===== config.mk =====
export PLATFORM = sky130hd
export DESIGN_NAME = addrc_round_ctrl
export DESIGN_NICKNAME = d
export VERILOG_FILES = /design/src/rtl/addrc_pkg.sv /design/src/rtl/addrc_round_cnt.sv /design/src/rtl/addrc_round_ctrl.sv
export SDC_FILE = /design/constraint.sdc
export NUM_CORES = 1
export LEC_CHECK = 0
export ABC_AREA = 1
export CAP_MARGIN = 5
export CORE_MARGIN = 10
export CORE_UTILIZATION = 47
export CTS_BUF_LIST = sky130_fd_sc_hd__clkbuf_4 sky130_fd_sc_hd__clkbuf_8 sky130_fd_sc_hd__clkbuf_16
export DETAILED_ROUTE_END_ITERATION = 10
export PLACE_DENSITY = 0.75
export SLEW_MARGIN = 25
export SYNTH_ARGS = -nofsm -noshare
export SYNTH_HDL_FRONTEND = slang
export SYNTH_HIERARCHICAL = 1
export SYNTH_SLANG_ARGS = --single-unit

===== constraint.sdc =====
create_clock -name clk -period 1.6 [get_ports clk]
set_clock_uncertainty 0.1 [all_clocks]
set_input_delay 0.24 -clock clk [delete_from_list [all_inputs] [get_ports clk]]
set_output_delay 0.24 -clock clk [all_outputs]
set_load 0.01 [all_outputs]

===== src/rtl/addrc_pkg.sv =====
// addrc_pkg: shared state type, default round count and direction encodings for the round sequencer.
package addrc_pkg;
  typedef enum logic [1:0] {IDLE, LOAD, ROUND, DONE} addrc_state_e;
  localparam int ADDRC_NUM_ROUNDS = 24;
  localparam logic ADDRC_DIR_FWD = 1'b0;
  localparam logic ADDRC_DIR_REV = 1'b1;
endpackage


===== src/rtl/addrc_round_cnt.sv =====
// addrc_round_cnt: round up/down counter with direction-dependent load value and terminal flag.
module addrc_round_cnt
  import addrc_pkg::*;
#(
  parameter int NUM_ROUNDS = ADDRC_NUM_ROUNDS,
  localparam int IDX_W = (NUM_ROUNDS > 1) ? $clog2(NUM_ROUNDS) : 1
) (
  input  logic             clk,
  input  logic             rst,
  input  logic             i_clr,
  input  logic             i_load,
  input  logic             i_dir,
  input  logic             i_step,
  output logic [IDX_W-1:0] o_cnt,
  output logic             o_term
);
  localparam logic [IDX_W-1:0] LAST = IDX_W'(NUM_ROUNDS - 1);
  logic [IDX_W-1:0] r_cnt;
  always_ff @(posedge clk) begin
    if (!rst || i_clr) r_cnt <= '0;
    else if (i_load) r_cnt <= (i_dir == ADDRC_DIR_REV) ? LAST : '0;
    else if (i_step) r_cnt <= (i_dir == ADDRC_DIR_REV) ? r_cnt - 1'b1 : r_cnt + 1'b1;
  end
  assign o_cnt  = r_cnt;
  assign o_term = (i_dir == ADDRC_DIR_REV) ? (r_cnt == '0) : (r_cnt == LAST);
endmodule


===== src/rtl/addrc_round_ctrl.sv =====
// addrc_round_ctrl: start/load/round/done sequencer for the add-round-constant stage.
// Optional abort input enabled by defining ADDRC_CTRL_ABORT_EN.
module addrc_round_ctrl
  import addrc_pkg::*;
#(
  parameter int NUM_ROUNDS = ADDRC_NUM_ROUNDS,
  localparam int IDX_W = (NUM_ROUNDS > 1) ? $clog2(NUM_ROUNDS) : 1
) (
  input  logic             clk,
  input  logic             rst,
  input  logic             start,
  input  logic             dir,
  input  logic             hold,
`ifdef ADDRC_CTRL_ABORT_EN
  input  logic             abort,
`endif
  output logic             ready,
  output logic             ld,
  output logic             en,
  output logic [IDX_W-1:0] round_idx,
  output logic             done
);
  addrc_state_e     r_state;
  addrc_state_e     w_nxt;
  logic             r_dir;
  logic             w_abort;
  logic             w_term;
  logic [IDX_W-1:0] w_cnt;
`ifdef ADDRC_CTRL_ABORT_EN
  assign w_abort = abort && (r_state == LOAD || r_state == ROUND);
`else
  assign w_abort = 1'b0;
`endif
  // terminal check precedes the step, so the counter never leaves 0..NUM_ROUNDS-1
  assign w_nxt = w_abort              ? IDLE :
                 (r_state == IDLE)    ? (start ? LOAD : IDLE) :
                 (r_state == LOAD)    ? ROUND :
                 (r_state == ROUND)   ? ((!hold && w_term) ? DONE : ROUND) :
                                        IDLE;
  always_ff @(posedge clk) begin
    if (!rst) begin
      r_state <= IDLE;
      r_dir   <= ADDRC_DIR_FWD;
    end else begin
      r_state <= w_nxt;
      if (r_state == IDLE && start) r_dir <= dir;
    end
  end
  addrc_round_cnt #(.NUM_ROUNDS(NUM_ROUNDS)) u_cnt (
    .clk    (clk),
    .rst    (rst),
    .i_clr  (w_abort),
    .i_load (r_state == LOAD),
    .i_dir  (r_dir),
    .i_step (r_state == ROUND && !hold && !w_term),
    .o_cnt  (w_cnt),
    .o_term (w_term)
  );
  assign ready     = (r_state == IDLE);
  assign ld        = (r_state == LOAD);
  assign en        = (r_state == ROUND) && !hold;
  assign round_idx = en ? w_cnt : '0;
  assign done      = (r_state == DONE);
endmodule


==> summary by stage, run 1 <==
Drt
Summed over all layers, the routed wires come to 1550 µm. The final routed wire length divided by cell count is 11.2 µm. The final antenna-violating net count is 0.

The routed via count divided by cell count is 4.88. In this run, the number of DRC markers left after iteration 0 of detailed routing was 22. In the routed design, unresolved DRC markers number 0. The length of the first detailed-routing pass in iterations is 4.

The via count is 673.

Clock tree
In this run, CTS created clock tree buffers numbering 3. For this design, the sink count on the clock tree is 8. The clock tree buffer depth is 2. The tree is rooted in a clkbuf_4. The source-to-sink clock delay at the later pin of the worst-skew pair is 0.25 ns. In this run the number of H-tree levels came out at 1. The clock transition at the registers of the reported paths is 0.05 ns. The CTS tree is done.

After clock tree synthesis, the flow added hold-fix buffers numbering 0.

Floorplanning
The floorplan step defined a die boundary enclosing 3190 µm². The floorplan has 13 rows. For this configuration, the core starts out at a cell density of 0.492. From left edge to right edge, the die measures 56.4 µm. The core box area is 1270 µm². The number of I/O pins is 14. The floorplan step set the die height to 56.4 µm.

Placed design
The congestion estimate from routability-driven global placement came to 0.821. The placement-stage worst setup slack is -0.290 ns. Once placement completed, the tool counted placed cells totaling 134. Detailed placement ended at an HPWL of 1230 µm. The count of input and output buffers is 13. The total placed instance area is 856 µm².

Yosys
The synthesized area divided by synthesized cell count is 6.57 µm². For this run, the leading register cell type out of synthesis is dfxtp_1. The most frequent cell after synthesis is inv_1.

Counting every net in the synthesized netlist gives 108. By count the netlist is led by inv_1, nand2_1, nand3_1, nor2_1. The share of the synthesized area in the top cell type is 0.257.

The synthesized design contains 0 enable-type register cells. For this run, the number of Yosys warnings is 6. After technology mapping, the gate count stands at 95.

The most area-hungry cell type in the Yosys netlist is dfxtp_1. The fraction of the yosys area taken by sequential cells is 0.257. The number of synthesized register bits is 8.

Summing every instance area after synthesis gives 624 µm². Of all flip-flops after synthesis, the portion carrying an async set or reset was 0. The number of different library cells used by synthesis comes to 15. Yosys attributes the largest share of cell area to dfxtp_1, ha_1, inv_1.

Layout
The repair_antennas step left the layout with diodes totalling 0. Of the cells placed in the final design, the portion with a size suffix greater than 1 is 0.358. After the last flow step, the layout net total stands at 138.

Relative to the synthesized area, the layout overhead comes to 46.1%. The final non-filler cell area is 912 µm². The finished layout holds 138 standard cells, fillers aside.

Power and ir drop
The sequential group share of total power is 0.463. The worst-case IR drop observed on VDD is 0.546 mV. The internal portion of the total power is 0.000336 W. The combinational fraction of design power is 0.204. In this run the power density over the cells is 498 nW/µm². Of the total power, the clock network draws 0.333.

Of the total power, the share spent switching nets is 0.261. Summed over all nets, the switching power comes to 0.000119 W. In this run the static leakage power is 0.439 nW.

Setup path
The dominant delay contributor by cell family on the critical path is simple AND/OR/NAND/NOR gates. The count of buffering cells on the critical path with inverters included is 6. The cell with the biggest individual delay on the critical path is dfxtp_2. STA classifies the critical path startpoint as a flop. The maximum net fanout on the critical path is 6. Walking the worst path, the cells encountered are inv_2 > ha_4 > inv_2 > nor2_4 > inv_4 > buf_6 > nor2_4 > inv_2 > nor2_4 > nand2_1 > nand3_1 > nand2_1 > inv_1. The data arrival at the endpoint of the critical path is 1.67 ns. The capturing element type of the critical path is a flop. The category of the most critical setup path is reg2reg. The peak per-stage delay on the critical path is 0.32 ns.

The required time reported for the critical path endpoint is 1.70 ns.

STA
In the post-route analysis, the smallest setup slack over all paths is 0.0342 ns. The total count of hold-check failures in the final report is 0. The time the worst path needs with I/O delays and setup is 1.57 ns. Derived from the worst setup path, the maximum achievable clock frequency is 639 MHz. The total count of max-transition violations in the final report is 0. Setup repair after global routing could not meet its margin everywhere. Dividing the final minimum period by the clock period gives 0.979. The final setup violation count is 0.

Job
The tool flagged a number of max-cap violations equal to 0.

Global route
The pin count of the biggest net entering global routing is 7. In the global route stage, overall resource usage came out at 0.102. The number of global-route vias before repair was 695. The global-route wire length before repair is 2770 µm. The global-route congestion overflow total is 0. The initial antenna violation count is 0.

Hold path
The path class of the tightest hold or removal check is reg2reg.

Outcome
The run finished with clean final reports.
==> logic make-up after synthesis <==
kind of cell             count (synthesis)  synth area share
other                                    1           0.00601
AO/OA/AOI/OAI                           12             0.118
flip-flops                               8             0.257
AND/OR/NAND/NOR                         44             0.315
buffers and inverters                   22             0.132
adder cells (fa/ha/maj)                  8             0.172
==> path summary, 6_finish.rpt <==
kind	end	slack, ns	depth (start not counted)	startpoint
max	u_cnt/o_cnt[1]	0.03	13	r_state[0]
min	r_dir	0.42	2	r_dir
max reg2reg	u_cnt/o_cnt[1]	0.03	13	r_state[0]
min reg2reg	r_dir	0.42	2	r_dir
==> layout make-up <==
class	instances	area (µm²)
multi-input cells	65	434
fillers	103	357
repair buffers	25	188
flip-flops and latches	8	164
inverters	22	85.1
clock buffers	3	22.5
well taps	15	18.8
==> cell usage in the layout, fill, tap and decap left out <==
| cell | instances |
|---|---|
| a211oi_2 | 1 |
| nand3_1 | 9 |
| buf_2 | 6 |
| or2_0 | 1 |
| dlygate4sd2_1 | 1 |
| dfxtp_2 | 3 |
| ha_4 | 1 |
| nand3_2 | 2 |
| buf_4 | 11 |
| nor2_4 | 3 |
| a21oi_2 | 5 |
| fa_2 | 1 |
| buf_6 | 1 |
| nand4_1 | 1 |
| inv_2 | 3 |
| nand2_1 | 17 |
| clkdlybuf4s15_1 | 1 |
| clkdlybuf4s50_1 | 4 |
| nor2_2 | 1 |
| ha_1 | 5 |
| ha_2 | 1 |
| clkbuf_2 | 1 |
| inv_1 | 18 |
| clkbuf_4 | 3 |
| nor2_1 | 10 |
| conb_1 | 1 |
| inv_4 | 1 |
| a21oi_1 | 6 |
| dfxtp_1 | 5 |
==> repair_timing <==
item                       CTS  global route
hold endpoints to repair     0             0
pin swaps                    0             9
resized for setup           34            17
setup endpoints to repair   14            12
buffers inserted             0             1
==> power by group through the flow <==
stage	Combinational, W	Clock (W)	Sequential, W
after CTS	0.0000863	0.000162	0.000209
after global placement	0.0000838	0	0.000213
after detailed placement	0.0000867	0	0.000213
after floorplan	0.0000432	0	0.000214
final	0.0000929	0.000151	0.000210
after global routing	0.000104	0.000179	0.000211
==> metal layers <==
metal | GRT usage | share of wire | vias to the layer above
met2 | 0.174 | 0.51 | 20
met4 | 0.0481 | 0.017 | 0
met3 | 0.0360 | 0.059 | 4
met1 | 0.109 | 0.42 | 297
li1 | - | - | 352
met5 | 0 | 0 | -
==> registers in the layout (all words and copies together), names as in the netlist <==
name,flops
u_cnt/o_cnt,5
r_state,2
r_dir,1
==> stage by stage <==
stage,hold slack (ns),power [W],TNS (ns),util
3_5_place_dp,0.423,0.000300,-2.84,0.675
6_report,0.418,0.000454,0,0.719
3_3_place_gp,0.404,0.000297,-2.58,0.675
5_1_grt,0.461,0.000494,-0.574,0.719
2_1_floorplan,0.254,0.000257,0,-
4_1_cts,0.427,0.000458,-0.00163,0.678
==> worst min-delay path, cell delays in order (launching register included) <==
cell and delay, ns:
dfxtp_2 0.35, nand2_1 0.07, a21oi_1 0.05
Power figures use the tool's default switching activity.
==> run 2, diff against run 1 <==
--- a/config.mk
+++ b/config.mk
@@ -12,6 +12,7 @@
 export CTS_BUF_LIST = sky130_fd_sc_hd__clkbuf_4 sky130_fd_sc_hd__clkbuf_8 sky130_fd_sc_hd__clkbuf_16
 export DETAILED_ROUTE_END_ITERATION = 10
 export PLACE_DENSITY = 0.75
+export SETUP_SLACK_MARGIN = 0.3
 export SLEW_MARGIN = 25
 export SYNTH_ARGS = -nofsm -noshare
 export SYNTH_HDL_FRONTEND = slang
==> run 2 against run 1 <==
Effect of this change:
- the run now ends with setup timing left
- via count up 13%
- register-to-register slack worse by 0.12 ns
- maximum frequency shrank 6.9%
- count of clock-buffer cells in the layout did not move
- sequential share of layout area decreased by 2.2 points
- worst setup slack worse by 0.12 ns
- combinational power is 41% higher
- sequential power about the same
==> summary by stage, run 2 (synthesized netlist as in run 1, its figures left out) <==
Outcome
The run finished, with violations left. The checks that failed: setup timing.

Setup path
The worst setup path is of the reg2reg kind. The cell count of the worst reg-to-reg path is 8 (-5). The most common cell type on the critical path is nor2_4. STA classifies the critical path endpoint as a flop.

The dominant delay contributor by cell family on the critical path is compound AO/OA/AOI/OAI gates. The peak per-stage delay on the critical path is 0.36 ns (+0.04 ns). The register-to-register path setup slack came to -0.08 ns (-0.12 ns). The signal on the critical path passes through inv_2 > nand4_1 > a211oi_4 > nor2_4 > buf_6 > nor2_4 > a21oi_1 > a21oi_2. The startpoint identified for the worst register-to-register timing path is r_dir. The maximum net fanout on the critical path is 5 (-1). The worst register-to-register path ends at u_cnt/o_cnt[4]. The data arrival at the endpoint of the critical path is 1.77 ns (+0.10 ns). On the critical path, the stage with the largest delay is an instance of dfxtp_4. The required time reported for the critical path endpoint is 1.69 ns (about the same). STA classifies the critical path startpoint as a flop. The count of buffering cells on the critical path with inverters included is 2 (-4).

Layout
The count of nets after finishing is 144 (+4.3%). The number of diodes is 0 (unchanged). The final non-filler cell area came to 1100 µm² (+20%). The flip-flop count of the largest register, all copies and words added is 5 (unchanged). Compared with the post-synthesis result, the final layout area differs by 75.8%. The share of post-route cells with drive strength above 1 came to 0.574 (+0.216). The final cell utilization of the core is 0.865 (+0.146). In the layout the commonest cells are inv_1, nand2_1, buf_6, buf_4. The most frequent standard cell in the layout excluding fill and tap cells is inv_1.

Drt
The routed length on met3 is 100 µm (+8.7%). The uppermost layer routed is met4. The via count is 761 (+13%). The length of the first detailed-routing pass in iterations was 4 (unchanged). The final antenna-violating net count is 0 (unchanged).

The wire length on met2 is 1100 µm (+40%). The total length of routed wires is 2140 µm (+38%). The routed metal-1 wire length was 890 µm (+38%). The number of remaining DRC errors was 0 (unchanged). The routed via count divided by cell count was 5.28 (+8.4%). The final routed wire length divided by cell count is 14.9 µm (+32%). The DRC violation total after the first TritonRoute iteration is 13 (-41%).

Clock tree
The clock tree buffer depth came to 2 (unchanged). The source-to-sink clock delay at the later pin of the worst-skew pair came to 0.25 ns (about the same). The CTS tree is done. The clock transition at the registers of the reported paths was 0.06 ns (about the same). The buffer cell driving the clock tree root is clkbuf_4. The number of sinks driven by the clock tree is 8 (unchanged). The H-tree depth is 1 (unchanged). The number of buffers created by CTS is 3 (unchanged).

Power and ir drop
The internal portion of total power is 0.000352 W (+4.9%). The total power after layout is 0.000493 W (+8.4%). The total power divided by cell area was 449 nW/µm² (-9.9%). The part of the total power dissipated in the clock network is 0.312 (-0.021).

The share of total power consumed by net switching is 0.285 (+0.0236). The peak ir drop on the vdd network is 0.422 mV (-23%). The leakage power of the design is 0.497 nW (+13%). The combinational fraction of design power is 0.265 (+0.061).

The sequential group share of total power came to 0.423 (-0.040). The net load switching power is 0.000140 W (+18%).

Floorplanning
The number of I/O pins was 14 (unchanged). The row count came to 13 (unchanged). The effective utilization at floorplan was 0.492 (unchanged). The die extent in y is 56.4 µm (unchanged). The total die area is 3190 µm² (unchanged). The chip width came to 56.4 µm (unchanged). The core box area is 1270 µm² (unchanged).

Hold path
In this run the most critical hold path is launched from r_dir. The number of cells traversed by the worst hold path is 2 (unchanged). The type of the most critical hold path is reg2reg. The worst min-delay path endpoint is r_dir.

STA
The maximum clock frequency came to 594 MHz (-6.9%). The total count of hold-check failures in the final report came to 0 (unchanged). The portion of the clock cycle consumed by the worst path in the final layout is 1.05 (+0.0728).

The final setup violation count came to 7 (+7). The post-route worst hold slack is 0.419 ns (+0.000339 ns). The time the worst path needs with I/O delays and setup came to 1.68 ns (+0.116 ns). The total count of max-transition violations in the final report came to 0 (unchanged).

The final setup slack of the worst path is -0.0822 ns (-0.116 ns). Setup repair after global routing could not meet its margin everywhere.

Placed design
The placement-stage worst setup slack is -0.269 ns (+0.0213 ns). The last weighted congestion value of the routability-driven placer came to 0.878 (+7.0%). The estimated wirelength of the detail-placed design came to 1270 µm (+3.2%). The count of input and output buffers was 13 (unchanged). The total placed instance area is 901 µm² (+5.3%).

Global route
The aggregate global-route resource usage is 0.114 (+0.0119). The pin count of the biggest net entering global routing came to 7 (unchanged). The global-route congestion overflow total is 0 (unchanged). The global-route wire length before repair is 3020 µm (+9.0%).

The initial antenna violation count is 0 (unchanged). The number of global-route vias before repair came to 675 (-2.9%).

Job
The count of max-cap constraint violations is 0 (unchanged).
[run 2: cell count changes in the layout (fill, tap and decap cells not counted), moves of 3 or more]
cell / before / now
nand2_2: 0 / 6
dfxtp_1: 5 / 2
nand2_1: 17 / 11
buf_6: 1 / 11
ha_4: 1 / 4
inv_2: 3 / 6
nor2_2: 1 / 4
nor2_1: 10 / 6
inv_1: 18 / 14
[run 2: per-stage QoR]
step,std cells,setup TNS (ns)
floorplan,95,0
global placement,137,-2.13
detailed placement,137,-2.40
CTS,144,0
global route,144,-0.906
finish,144,-0.377
[run 2: how the worst max path moves through the flow]
stage / startpoint / end / slack, ns / cells after the start
after floorplan: r_state[0] / u_cnt/o_cnt[2] / 0.17 / 10
after global placement: hold / round_idx[3] / -0.24 / 5
after detailed placement: hold / round_idx[0] / -0.27 / 5
after CTS: r_state[0] / u_cnt/o_cnt[1] / 0.02 / 13
after global routing: r_dir / u_cnt/o_cnt[0] / -0.13 / 8
final: r_dir / u_cnt/o_cnt[4] / -0.08 / 8
[run 2: power groups by stage]
stage | Combinational, W | Clock [W] | Sequential, W
6_report | 0.000131 | 0.000154 | 0.000208
2_1_floorplan | 0.0000457 | 0 | 0.000215
3_5_place_dp | 0.0000926 | 0 | 0.000214
5_1_grt | 0.000140 | 0.000170 | 0.000209
4_1_cts | 0.000111 | 0.000160 | 0.000210
3_3_place_gp | 0.0000901 | 0 | 0.000214
[run 2: layer usage]
layer	GRT usage	vias up
met4	0.0481	0
met1	0.123	370
li1	-	363
met3	0.0449	6
met2	0.191	22
met5	0	-
[run 2: worst register-to-register path, stage by stage, from the launching register on]
cell,delay [ns]
dfxtp_4,0.36
inv_2,0.06
nand4_1,0.13
a211oi_4,0.35
nor2_4,0.08
buf_6,0.12
nor2_4,0.17
a21oi_1,0.12
a21oi_2,0.14
[run 2: final cells by class]
cell class              instances  area [µm²]
multi-input cells              65         522
repair buffers                 31         272
flip-flops and latches          8         173
fillers                        62         171
inverters                      22        90.1
clock buffers                   3        22.5
well taps                      15        18.8
[run 2: repair_timing]
item	4_1_cts	5_1_grt
buffers inserted	4	0
gates resized for setup	57	32
endpoints found under the setup margin	16	16
hold buffers	0	0
pin swaps	12	16
==> run 3, diff against run 2 <==
--- a/config.mk
+++ b/config.mk
@@ -12,7 +12,7 @@
 export CTS_BUF_LIST = sky130_fd_sc_hd__clkbuf_4 sky130_fd_sc_hd__clkbuf_8 sky130_fd_sc_hd__clkbuf_16
 export DETAILED_ROUTE_END_ITERATION = 10
 export PLACE_DENSITY = 0.75
-export SETUP_SLACK_MARGIN = 0.3
+export SETUP_SLACK_MARGIN = 0.5
 export SLEW_MARGIN = 25
 export SYNTH_ARGS = -nofsm -noshare
 export SYNTH_HDL_FRONTEND = slang
==> run 3 against run 2 <==
Effect of this change:
- the run still ends with setup timing left
- worst setup slack worse by 0.069 ns
- die area unchanged
- routed wire length up 21%
- power up 2.9%
- non-clock buffer count up 2
- maximum frequency down 4.0%
- count of clock-buffer cells in the layout unchanged
- clock power about the same
- final cell count up 1.4%
- critical endpoint is now r_state[0]
- largest power group unchanged
- highest routed layer unchanged
==> summary by stage, run 3 (synthesized netlist as in run 1, its figures left out) <==
Clock tree
The source-to-sink clock delay at the later pin of the worst-skew pair is 0.26 ns (about the same). The clock transition at the registers of the reported paths is 0.06 ns (about the same). The root buffer cell chosen for the clock tree is clkbuf_4.

The number of sinks driven by the clock tree is 8 (unchanged). The H-tree depth is 1 (unchanged). TritonCTS built the clock tree.

The clock tree buffer depth came to 2 (unchanged). The number of buffers created by CTS came to 3 (unchanged).

Setup path
The worst setup path is launched from a flop. The slowest stage of the critical path is the dfxtp_4 cell. The peak per-stage delay on the critical path was 0.36 ns (about the same). The worst setup path is captured at a flop. The data arrival at the endpoint of the critical path was 1.84 ns (+0.07 ns). The required time reported for the critical path endpoint is 1.69 ns (about the same). The dominant delay contributor by cell family on the critical path is simple AND/OR/NAND/NOR gates. The category of the most critical setup path is reg2reg.

The signal on the critical path passes through nor2_4 > nand3_2 > a211oi_4 > buf_4 > buf_4 > inv_2 > nor2_1 > nand3_1 > a21oi_2. The cell count of the worst reg-to-reg path is 9 (+1). The maximum net fanout on the critical path is 4 (-1). The launch point of the worst reg-to-reg path is u_cnt/o_cnt[1]. Counting stages on the worst path, the most repeated cell is buf_4. The register-to-register path setup slack is -0.15 ns (-0.07 ns). In this run the critical register-to-register path is captured at r_state[0]. The count of buffering cells on the critical path with inverters included was 3 (+1).

Placed design
The total placed instance area is 895 µm² (-0.69%). The estimated wirelength of the detail-placed design came to 1260 µm (-0.82%). The count of input and output buffers is 13 (unchanged). The placed cell count is 136 (-0.73%). The last weighted congestion value of the routability-driven placer was 0.886 (+0.83%).

Drt
The final antenna-violating net count is 0 (unchanged). The length of the first detailed-routing pass in iterations came to 4 (unchanged). The total length of routed wires came to 2580 µm (+21%). The final routed wire length divided by cell count is 17.7 µm (+19%). The number of remaining DRC errors is 0 (unchanged). The routed via count divided by cell count is 5.44 (+2.9%). The via count is 794 (+4.3%). The DRC violation total after the first TritonRoute iteration is 23 (+10).

Hold path
The number of cells traversed by the worst hold path is 3 (+1). The type of the most critical hold path is in2reg. For hold timing, the worst endpoint is r_dir. In this run the most critical hold path is launched from dir.

Layout
The count of nets after finishing was 146 (+1.4%). The number of fillers in the final layout is 68 (+9.7%). The area occupied by multi-input gates is 513 µm² (-1.7%). The synthesis-to-layout area growth is 77.4%. The final standard cell count with taps included and fillers excluded is 146 (+1.4%). The most frequent standard cell in the layout excluding fill and tap cells is inv_1. The library cells used most frequently in the layout, excluding fill and tap cells, are inv_1, nand2_1, buf_4.

The number of diodes was 0 (unchanged). The final non-filler cell area is 1110 µm² (+0.91%). The flip-flop and latch area is 179 µm² (+3.6%).

The share of post-route cells with drive strength above 1 came to 0.511 (-0.0622). The flip-flop count of the largest register, all copies and words added is 5 (unchanged).

Global route
The global-route wire length before repair is 3110 µm (+3.2%). The initial antenna violation count came to 0 (unchanged). The aggregate global-route resource usage was 0.118 (+0.00389). The global-route congestion overflow total is 0 (unchanged). The met3 track utilization from global routing is 0.0360 (-0.00899). The met1 demand-to-capacity share in global routing is 0.124 (+0.000790). The number of global-route vias before repair is 732 (+8.4%).

The met2 layer usage reported by global route is 0.207 (+0.0157). The pin count of the biggest net entering global routing is 7 (unchanged). The global routing's busiest layer is met2.

STA
The final setup slack of the worst path is -0.151 ns (-0.0692 ns). Setup repair after global routing could not meet its margin everywhere. The total count of max-transition violations in the final report is 0 (unchanged). The final setup violation count is 8 (+1). The maximum clock frequency is 571 MHz (-4.0%). The portion of the clock cycle consumed by the worst path in the final layout is 1.09 (+0.0432). The final-layout setup total negative slack is -0.582 ns (-0.205 ns).

The total count of hold-check failures in the final report is 0 (unchanged). The time the worst path needs with I/O delays and setup is 1.75 ns (+0.0692 ns).

Floorplanning
The chip width is 56.4 µm (unchanged). The core box area is 1270 µm² (unchanged). The die extent in y is 56.4 µm (unchanged). The effective utilization at floorplan is 0.492 (unchanged). The total die area is 3190 µm² (unchanged). The row count is 13 (unchanged). The number of I/O pins was 14 (unchanged).

Power and ir drop
The leakage power of the design is 0.511 nW (+2.7%). The total power divided by cell area is 458 nW/µm² (+2.0%). The peak ir drop on the vdd network is 0.395 mV (-6.4%).

Outcome
The run finished, with violations left. The final reports fail on setup timing.

Job
The count of max-cap constraint violations is 0 (unchanged).
## run 3: routing by layer
metal	wire (µm)	vias up
met5	0	-
met4	78	0
met3	164	11
met2	1320	36
met1	1020	381
li1	-	366
## run 3: metrics by stage
step                hold WS (ns)  setup slack (ns)   util  power [W]
floorplan                  0.254             0.174      -   0.000261
global placement           0.410            -0.240  0.705   0.000304
detailed placement         0.425            -0.250  0.705   0.000306
CTS                        0.431            0.0539  0.767   0.000481
global route               0.481            -0.177  0.873   0.000537
finish                     0.487            -0.151  0.873   0.000507
## run 3: layout make-up
type / count / area share
Multi-Input combinational cell: 65 / 0.463
Timing Repair Buffer: 33 / 0.259
Sequential cell: 8 / 0.162
Inverter: 22 / 0.0791
Clock buffer: 3 / 0.0203
Tap cell: 15 / 0.0169
## run 3: how the worst max path moves through the flow
stage / startpoint / endpoint / slack [ns] / depth (start not counted)
2_1_floorplan: r_state[0] / u_cnt/o_cnt[2] / 0.17 / 10
3_3_place_gp: hold / round_idx[3] / -0.24 / 5
3_5_place_dp: hold / round_idx[3] / -0.25 / 5
4_1_cts: r_dir / u_cnt/o_cnt[4] / 0.05 / 7
5_1_grt: u_cnt/o_cnt[4] / u_cnt/o_cnt[1] / -0.18 / 10
6_report: u_cnt/o_cnt[1] / r_state[0] / -0.15 / 9
## run 3: tightest hold or removal path: stages
cell	delay, ns
clkdlybuf4s50_1	0.41
nand3_1	0.09
a21oi_2	0.06
## run 3: power breakdown
part	internal (W)	switching, W
Clock	0.0000859	0.0000700
Combinational	0.0000722	0.0000735
Sequential	0.000199	0.00000599
Total	0.000357	0.000150
## run 3: what timing repair did
| item | in CTS | in global routing |
|---|---|---|
| pin swaps | 6 | 16 |
| hold buffers | 0 | 0 |
| setup buffers | 1 | 6 |
| endpoints found under the setup margin | 17 | 17 |
| gates resized for setup | 58 | 25 |
| cloned | 0 | 0 |
